<file path="config.mk">
export PLATFORM = sky130hd
export DESIGN_NAME = uart_tx_dev_flat
export DESIGN_NICKNAME = d
export VERILOG_FILES = /design/src/rtl/uart_tx_dev_if.sv /design/src/rtl/uart_tx_dev.sv /design/src/flat_wrapper.sv
export SDC_FILE = /design/constraint.sdc
export NUM_CORES = 1
export LEC_CHECK = 0
export ABC_AREA = 1
export BUFFER_PORTS_ARGS = -buffer_cell sky130_fd_sc_hd__buf_2
export CORE_MARGIN = 3
export CORE_UTILIZATION = 49
export CTS_CLUSTER_DIAMETER = 50
export DETAILED_ROUTE_END_ITERATION = 16
export PLACE_DENSITY = 0.83
export SLEW_MARGIN = 20
export SYNTH_ARGS = -nofsm -noshare
export SYNTH_HDL_FRONTEND = slang
export SYNTH_SLANG_ARGS = --single-unit
</file>
<file path="constraint.sdc">
create_clock -name Clk -period 1.9 [get_ports Clk]
set_input_delay 0.38 -clock Clk [delete_from_list [all_inputs] [get_ports Clk]]
set_output_delay 0.38 -clock Clk [all_outputs]
set_load 0.05 [all_outputs]
</file>
<file path="src/rtl/uart_tx_dev_if.sv">
// uart_tx_dev_if: device-side bus between the bridge and a memory-mapped
// peripheral.
//   Addr  - device address; the peripheral decodes only Addr[3:2]
//   We    - write enable for this device
//   WData - write data
//   RData - read data, driven combinationally by the peripheral
//   IntRq - interrupt request from the peripheral to the bridge
// The bridge side uses the master modport. The peripheral side uses the slave modport.
interface uart_tx_dev_if;
  logic [31:0] Addr;
  logic        We;
  logic [31:0] WData;
  logic [31:0] RData;
  logic        IntRq;

  modport master (output Addr, output We, output WData, input RData, input IntRq);
  modport slave  (input Addr, input We, input WData, output RData, output IntRq);
endinterface

</file>
<file path="src/rtl/uart_tx_dev.sv">
// uart_tx_dev: memory-mapped 8N1 UART transmitter.
// A DATA write while idle with EN set sends one frame on TxD. The frame is a
// start bit, then 8 data bits LSB first, then a stop bit. Each bit lasts D
// clocks, where D is the divisor captured at the start of the frame (0 acts
// as 1). DONE is set when the frame completes, and IntRq = DONE & IM.
//   Clk   - system clock, rising edge
//   Reset - synchronous, active-high reset
//   bus   - device bus (Addr/We/WData in; RData/IntRq out)
//   TxD   - registered serial output, idle high
// Register map, selected by Addr[3:2]:
//   0 DATA   - [7:0] last byte
//   1 CTRL   - bit0 IM, bit1 EN
//   2 DIV    - [DIV_W-1:0] clocks per bit
//   3 STATUS - bit0 BUSY, bit1 DONE; a write clears DONE
module uart_tx_dev #(
  parameter int DIV_RESET = 16,
  parameter int DIV_W     = 16
) (
  input  logic          Clk,
  input  logic          Reset,
  uart_tx_dev_if.slave  bus,
  output logic          TxD
);

  typedef enum logic [1:0] {IDLE = 2'd0, START = 2'd1, BITS = 2'd2, STOP = 2'd3} state_t;

  state_t             state, state_nx;
  logic [7:0]         data, shift, shift_nx;
  logic               im, en, done, done_nx, txd, txd_nx;
  logic [DIV_W-1:0]   div, frame_div, frame_div_nx, baud_cnt, baud_cnt_nx, bit_last;
  logic [2:0]         bit_cnt, bit_cnt_nx;
  logic [1:0]         sel;
  logic               data_wr, ctrl_wr, div_wr, status_wr, start_frame, bit_end, busy;
  logic [31:0]        div_ext;

  assign sel         = bus.Addr[3:2];
  assign data_wr     = bus.We && (sel == 2'd0);
  assign ctrl_wr     = bus.We && (sel == 2'd1);
  assign div_wr      = bus.We && (sel == 2'd2);
  assign status_wr   = bus.We && (sel == 2'd3);
  assign busy        = (state != IDLE);
  assign start_frame = data_wr && en && !busy;
  // A zero divisor behaves like 1, so the last count value is 0 in both cases.
  assign bit_last    = (frame_div == {DIV_W{1'b0}}) ? {DIV_W{1'b0}} : frame_div - {{(DIV_W-1){1'b0}}, 1'b1};
  assign bit_end     = (baud_cnt == bit_last);

  // Software-visible registers: DATA, CTRL and DIV.
  always_ff @(posedge Clk) begin
    if (Reset) begin
      data <= 8'd0;
      im   <= 1'b0;
      en   <= 1'b0;
      div  <= DIV_W'(DIV_RESET);
    end else begin
      // DATA writes during a frame are dropped entirely.
      if (data_wr && !busy) data <= bus.WData[7:0];
      if (ctrl_wr) begin
        im <= bus.WData[0];
        en <= bus.WData[1];
      end
      if (div_wr) div <= bus.WData[DIV_W-1:0];
    end
  end

  // Frame state: FSM, shifter, counters, DONE flag and the registered TxD.
  always_ff @(posedge Clk) begin
    if (Reset) begin
      state     <= IDLE;
      shift     <= 8'd0;
      bit_cnt   <= 3'd0;
      baud_cnt  <= {DIV_W{1'b0}};
      frame_div <= {DIV_W{1'b0}};
      done      <= 1'b0;
      txd       <= 1'b1;
    end else begin
      state     <= state_nx;
      shift     <= shift_nx;
      bit_cnt   <= bit_cnt_nx;
      baud_cnt  <= baud_cnt_nx;
      frame_div <= frame_div_nx;
      done      <= done_nx;
      txd       <= txd_nx;
    end
  end

  // Next-state logic. TxD is computed from the next state, so the line
  // changes on the same edge as the state change.
  always_comb begin
    state_nx     = state;
    shift_nx     = shift;
    bit_cnt_nx   = bit_cnt;
    baud_cnt_nx  = baud_cnt;
    frame_div_nx = frame_div;
    txd_nx       = txd;
    // A STATUS write clears DONE. Completion below overrides this, so set wins.
    if (status_wr) done_nx = 1'b0;
    else           done_nx = done;

    case (state)
      IDLE: begin
        txd_nx      = 1'b1;
        bit_cnt_nx  = 3'd0;
        baud_cnt_nx = {DIV_W{1'b0}};
        if (start_frame) begin
          state_nx     = START;
          shift_nx     = bus.WData[7:0];
          frame_div_nx = div;
          txd_nx       = 1'b0;
          done_nx      = 1'b0;
        end else begin
          state_nx = IDLE;
        end
      end
      START: begin
        if (bit_end) begin
          state_nx    = BITS;
          baud_cnt_nx = {DIV_W{1'b0}};
          txd_nx      = shift[0];
        end else begin
          baud_cnt_nx = baud_cnt + {{(DIV_W-1){1'b0}}, 1'b1};
        end
      end
      BITS: begin
        if (bit_end) begin
          baud_cnt_nx = {DIV_W{1'b0}};
          if (bit_cnt == 3'd7) begin
            state_nx   = STOP;
            bit_cnt_nx = 3'd0;
            txd_nx     = 1'b1;
          end else begin
            shift_nx   = {1'b0, shift[7:1]};
            bit_cnt_nx = bit_cnt + 3'd1;
            txd_nx     = shift[1];
          end
        end else begin
          baud_cnt_nx = baud_cnt + {{(DIV_W-1){1'b0}}, 1'b1};
        end
      end
      STOP: begin
        if (bit_end) begin
          state_nx    = IDLE;
          baud_cnt_nx = {DIV_W{1'b0}};
          txd_nx      = 1'b1;
          done_nx     = 1'b1;
        end else begin
          baud_cnt_nx = baud_cnt + {{(DIV_W-1){1'b0}}, 1'b1};
        end
      end
      default: begin
        state_nx    = IDLE;
        baud_cnt_nx = {DIV_W{1'b0}};
        bit_cnt_nx  = 3'd0;
        txd_nx      = 1'b1;
      end
    endcase
  end

  // Read mux, selected by the decoded address.
  always_comb begin
    div_ext              = 32'd0;
    div_ext[DIV_W-1:0]   = div;
    case (sel)
      2'd0:    bus.RData = {24'd0, data};
      2'd1:    bus.RData = {30'd0, en, im};
      2'd2:    bus.RData = div_ext;
      2'd3:    bus.RData = {30'd0, done, busy};
      default: bus.RData = 32'd0;
    endcase
  end

  assign bus.IntRq = done & im;
  assign TxD       = txd;

endmodule
</file>
<file path="src/flat_wrapper.sv">
// flat-port wrapper written by rule: the top's interface ports become plain ports
module uart_tx_dev_flat 
#(
  parameter int DIV_RESET = 16,
  parameter int DIV_W     = 16
)
  (Clk, Reset, TxD, bus_Addr, bus_We, bus_WData, bus_RData, bus_IntRq);
  uart_tx_dev_if bus_i ();
  input  logic Clk;
  input  logic Reset;
  output logic TxD;
  input wire logic [$bits(bus_i.Addr)-1:0] bus_Addr;
  input wire logic [$bits(bus_i.We)-1:0] bus_We;
  input wire logic [$bits(bus_i.WData)-1:0] bus_WData;
  output wire logic [$bits(bus_i.RData)-1:0] bus_RData;
  output wire logic [$bits(bus_i.IntRq)-1:0] bus_IntRq;
  assign bus_i.Addr = bus_Addr;
  assign bus_i.We = bus_We;
  assign bus_i.WData = bus_WData;
  assign bus_RData = bus_i.RData;
  assign bus_IntRq = bus_i.IntRq;
  uart_tx_dev #(.DIV_RESET(DIV_RESET), .DIV_W(DIV_W)) u_core (.Clk(Clk), .Reset(Reset), .bus(bus_i), .TxD(TxD));
endmodule
</file>
==> metrics <==
Worst-Skew Late Latency 0.36 ns; MaxCap Viol Count 0; worst-margin pin slew 0.6377 ns; Post-Syn Area 4260 sq um; drt first pass iters 5; Ys Warns 0; core box area ~8300 sq um; post-place setup slack -0.4469 ns; # clock sinks 73; Multi-input gate area 2771 sq um; final hold vios 0; Setup Skew about 0.018 ns; final period utilization 124.5%; Die Area around 9800 sq um; Synth cell types 36; crit-path most repeated cell nand2_1; vias in the first global route roughly 4400; vias ~4800; critical path required time 2.15 ns; # setup viols final 31; Starting Density 51.08%; grt ovf 0; Hold Crit Start Reset; CTS buffer count 9; slowest CP cell dfxtp_4; WP data arrival 2.62 ns; pwr dens 1034 nW/um^2; total power draw 5912 uW; Final HPWL DP 8.375 mm; CP max FO 11; final max-slew violation count 0; H-tree Lvls 3; number of diodes 0; slew margin rel. 57.44%; worst setup path category reg2reg; Total GRT Usage 24.55%; final cell count without fillers 870; height of the die 99.25 um; CTS tree yes; Fill cells 637; port buffer count 38; clock root buffer clkbuf_8; Buf/Inv on CP 2; share of cells above drive strength 1 about 30%; RSZ-0062 raised after global routing true; I/O pin total 101; Worst Setup Start Kind register; Via density about 5.5; syn_area_per_cell 6.485 sq um; # DRC 0; Final Instance Area 5717 sq um; first-pass GRT wire length 19.85 mm; crit path time final between 2 and 2.5 ns; maximum vdd drop between 500 and 600 uV; P_leak roughly 0.0026 uW; Mapped Cells 657; final core occ 68.54%; drt initial violations 371; status finished with violations; Clock Path Buffers 2; register area 1476 sq um; post-synthesis sequential area ratio 34.30%; placed inst area 4906 sq um; synthesized flop and latch total 73; antenna violation net count after detailed routing 0; Inst Count DP 837; Fmax 0.4227 GHz; Area Overhead vs Synth 34.18%; Min-Delay Path Class in2reg; drt wl/cell 15.21 um; clock-pin slew on the worst setup and hold paths roughly 0.09 ns; largest net degree at the start of global routing 48; CP top delay family simple AND/OR/NAND/NOR gates; Die Wd 99.25 um; worst reg2reg path startpoint u_core.frame_div[4]; crit end category register; crit path launch u_core.frame_div[4]; GP Congestion 0.9331; failing checks setup timing; Final Worst Setup Slack -0.4660 ns; fin nets 835; worst-path cell chain nor2_4 > nand2_2 > nor2_4 > buf_12 > nand3_1 > nand4_1 > nand2_1 > nor2_1 > nand2_1 > nor2_2 > nand3_2 > nand2_2 > buf_12 > nand3_1 > nand2_1 > nor2_1; # hold bufs at CTS 0; Critical Path Max Stage Delay about 0.38 ns; final WL 13.23 mm; initial antenna violation count 0; site row count 33
## logic make-up (layout without fill, tap and decap cells)
logic type | count (synthesis) | in the layout | synth area share, %
AND/OR/NAND/NOR | 334 | 339 | 35.13
other | 1 | 16 | 0.08802
XOR/XNOR | 6 | 6 | 1.233
buffers and inverters | 119 | 207 | 12.60
AO/OA/AOI/OAI | 115 | 115 | 14.07
flip-flops | 73 | 73 | 34.30
adder cells (fa/ha/maj) | 8 | 8 | 2.350
multiplexers | 1 | 1 | 0.2350
## through the flow
step | hold slack (ns) | setup TNS (ns)
2_1_floorplan | 0.4297 | -0.8079
3_3_place_gp | 0.4383 | -8.568
3_5_place_dp | 0.4440 | -11.04
4_1_cts | 0.2496 | -6.814
5_1_grt | 0.2635 | -14.34
6_report | 0.2580 | -11.39
## path summary, 6_finish.rpt
check	slack, ns	cells past startpoint	to
setup / recovery	-0.47	16	u_core.shift[0]
hold / removal	0.26	2	u_core.frame_div[4]
hold reg to reg	0.46	2	u_core.data[4]
setup reg to reg	-0.47	16	u_core.shift[0]
## registers in the layout, summed over array words and instances, names as in the netlist, 2 cells and up
| name | count |
|---|---|
| u_core.data | 8 |
| u_core.div | 16 |
| u_core.state | 2 |
| u_core.baud_cnt | 16 |
| u_core.shift | 8 |
| u_core.frame_div | 16 |
| u_core.bit_cnt | 3 |
## worst register-to-register path, delay by kind of cell, from the launching register on
family        cells  cell delay (ns)
buf+inv           2             0.31
flops             1             0.38
simple gates     14             1.59
## synth_stat cells
cell type  count  share of area [%]
nand2_2        3               0.44
nor3_2         2               0.47
inv_1         83                7.3
nand2_4        1               0.26
o21ai_1        2               0.23
nand3_1       48                5.6
nand3b_2       1               0.26
o22ai_1        5               0.73
a2111oi_0      1               0.21
nand3_4        1               0.41
and3b_1        1               0.21
nor4_1         1               0.15
nor3b_1        4               0.70
nand4_1       21                3.1
a21oi_2        1               0.21
clkbuf_1      13                1.1
conb_1         1              0.088
o2111ai_1      2               0.41
buf_2          3               0.35
nand3_2        2               0.47
mux2i_1        1               0.23
o31ai_1        1               0.18
nor2_4         4                1.1
a21oi_1       54                6.3
and2_1         1               0.15
buf_4         17                3.0
or2_2          1               0.15
nor2_1        84                7.4
nand2_1      152                 13
dfxtp_1       73                 34
ha_1           8                2.3
o21ai_0       49                5.8
buf_6          3               0.79
xor2_1         6                1.2
nor2_2         2               0.29
nor3_1         5               0.59
## report_power, final
part           switching [uW]  internal (uW)  total (uW)  leakage, uW
registers                94.8           1700        1800     0.000598
logic                    1730           1060        2790      0.00192
clock network             697            630        1330     0.000102
total                    2520           3390        5910      0.00262
## metal layers
| layer | vias up | GRT usage (%) | wire (um) | part of all wire, % |
|---|---|---|---|---|
| li1 | 2309 | - | - | - |
| met2 | 256 | 44.01 | 6443 | 49 |
| met5 | - | 0 | 0 | 0 |
| met4 | 0 | 9.139 | 577 | 4.4 |
| met1 | 2198 | 29.77 | 5162 | 39 |
| met3 | 63 | 3.366 | 1047 | 7.9 |
## placed cells by master (no fill, tap or decap), drive strengths merged, types with 2 or more instances in the layout
master     n
a21oi     55
buf      107
clkbuf    10
clkinv     2
conb      16
dfxtp     73
ha         8
inv       86
nand2    161
nand3     51
nand4     21
nor2      90
nor3       7
nor3b      4
o2111ai    2
o21ai     51
o22ai      5
xor2       6
## what timing repair did
item | 4_1_cts | 5_1_grt
pin swaps | 17 | 25
endpoints found under the setup margin | 32 | 40
setup buffers | 7 | 9
gates resized for setup | 47 | 70
gates cloned | 2 | 3
## area by class of cell
type | count | share of cell area (%)
clock buffers | 9 | 2.167
clock inverters | 7 | 1.466
inverters | 83 | 5.494
multi-input cells | 485 | 48.48
flip-flops and latches | 73 | 25.83
well taps | 105 | 2.298
repair buffers | 108 | 14.27
Power figures use the tool's default switching activity.
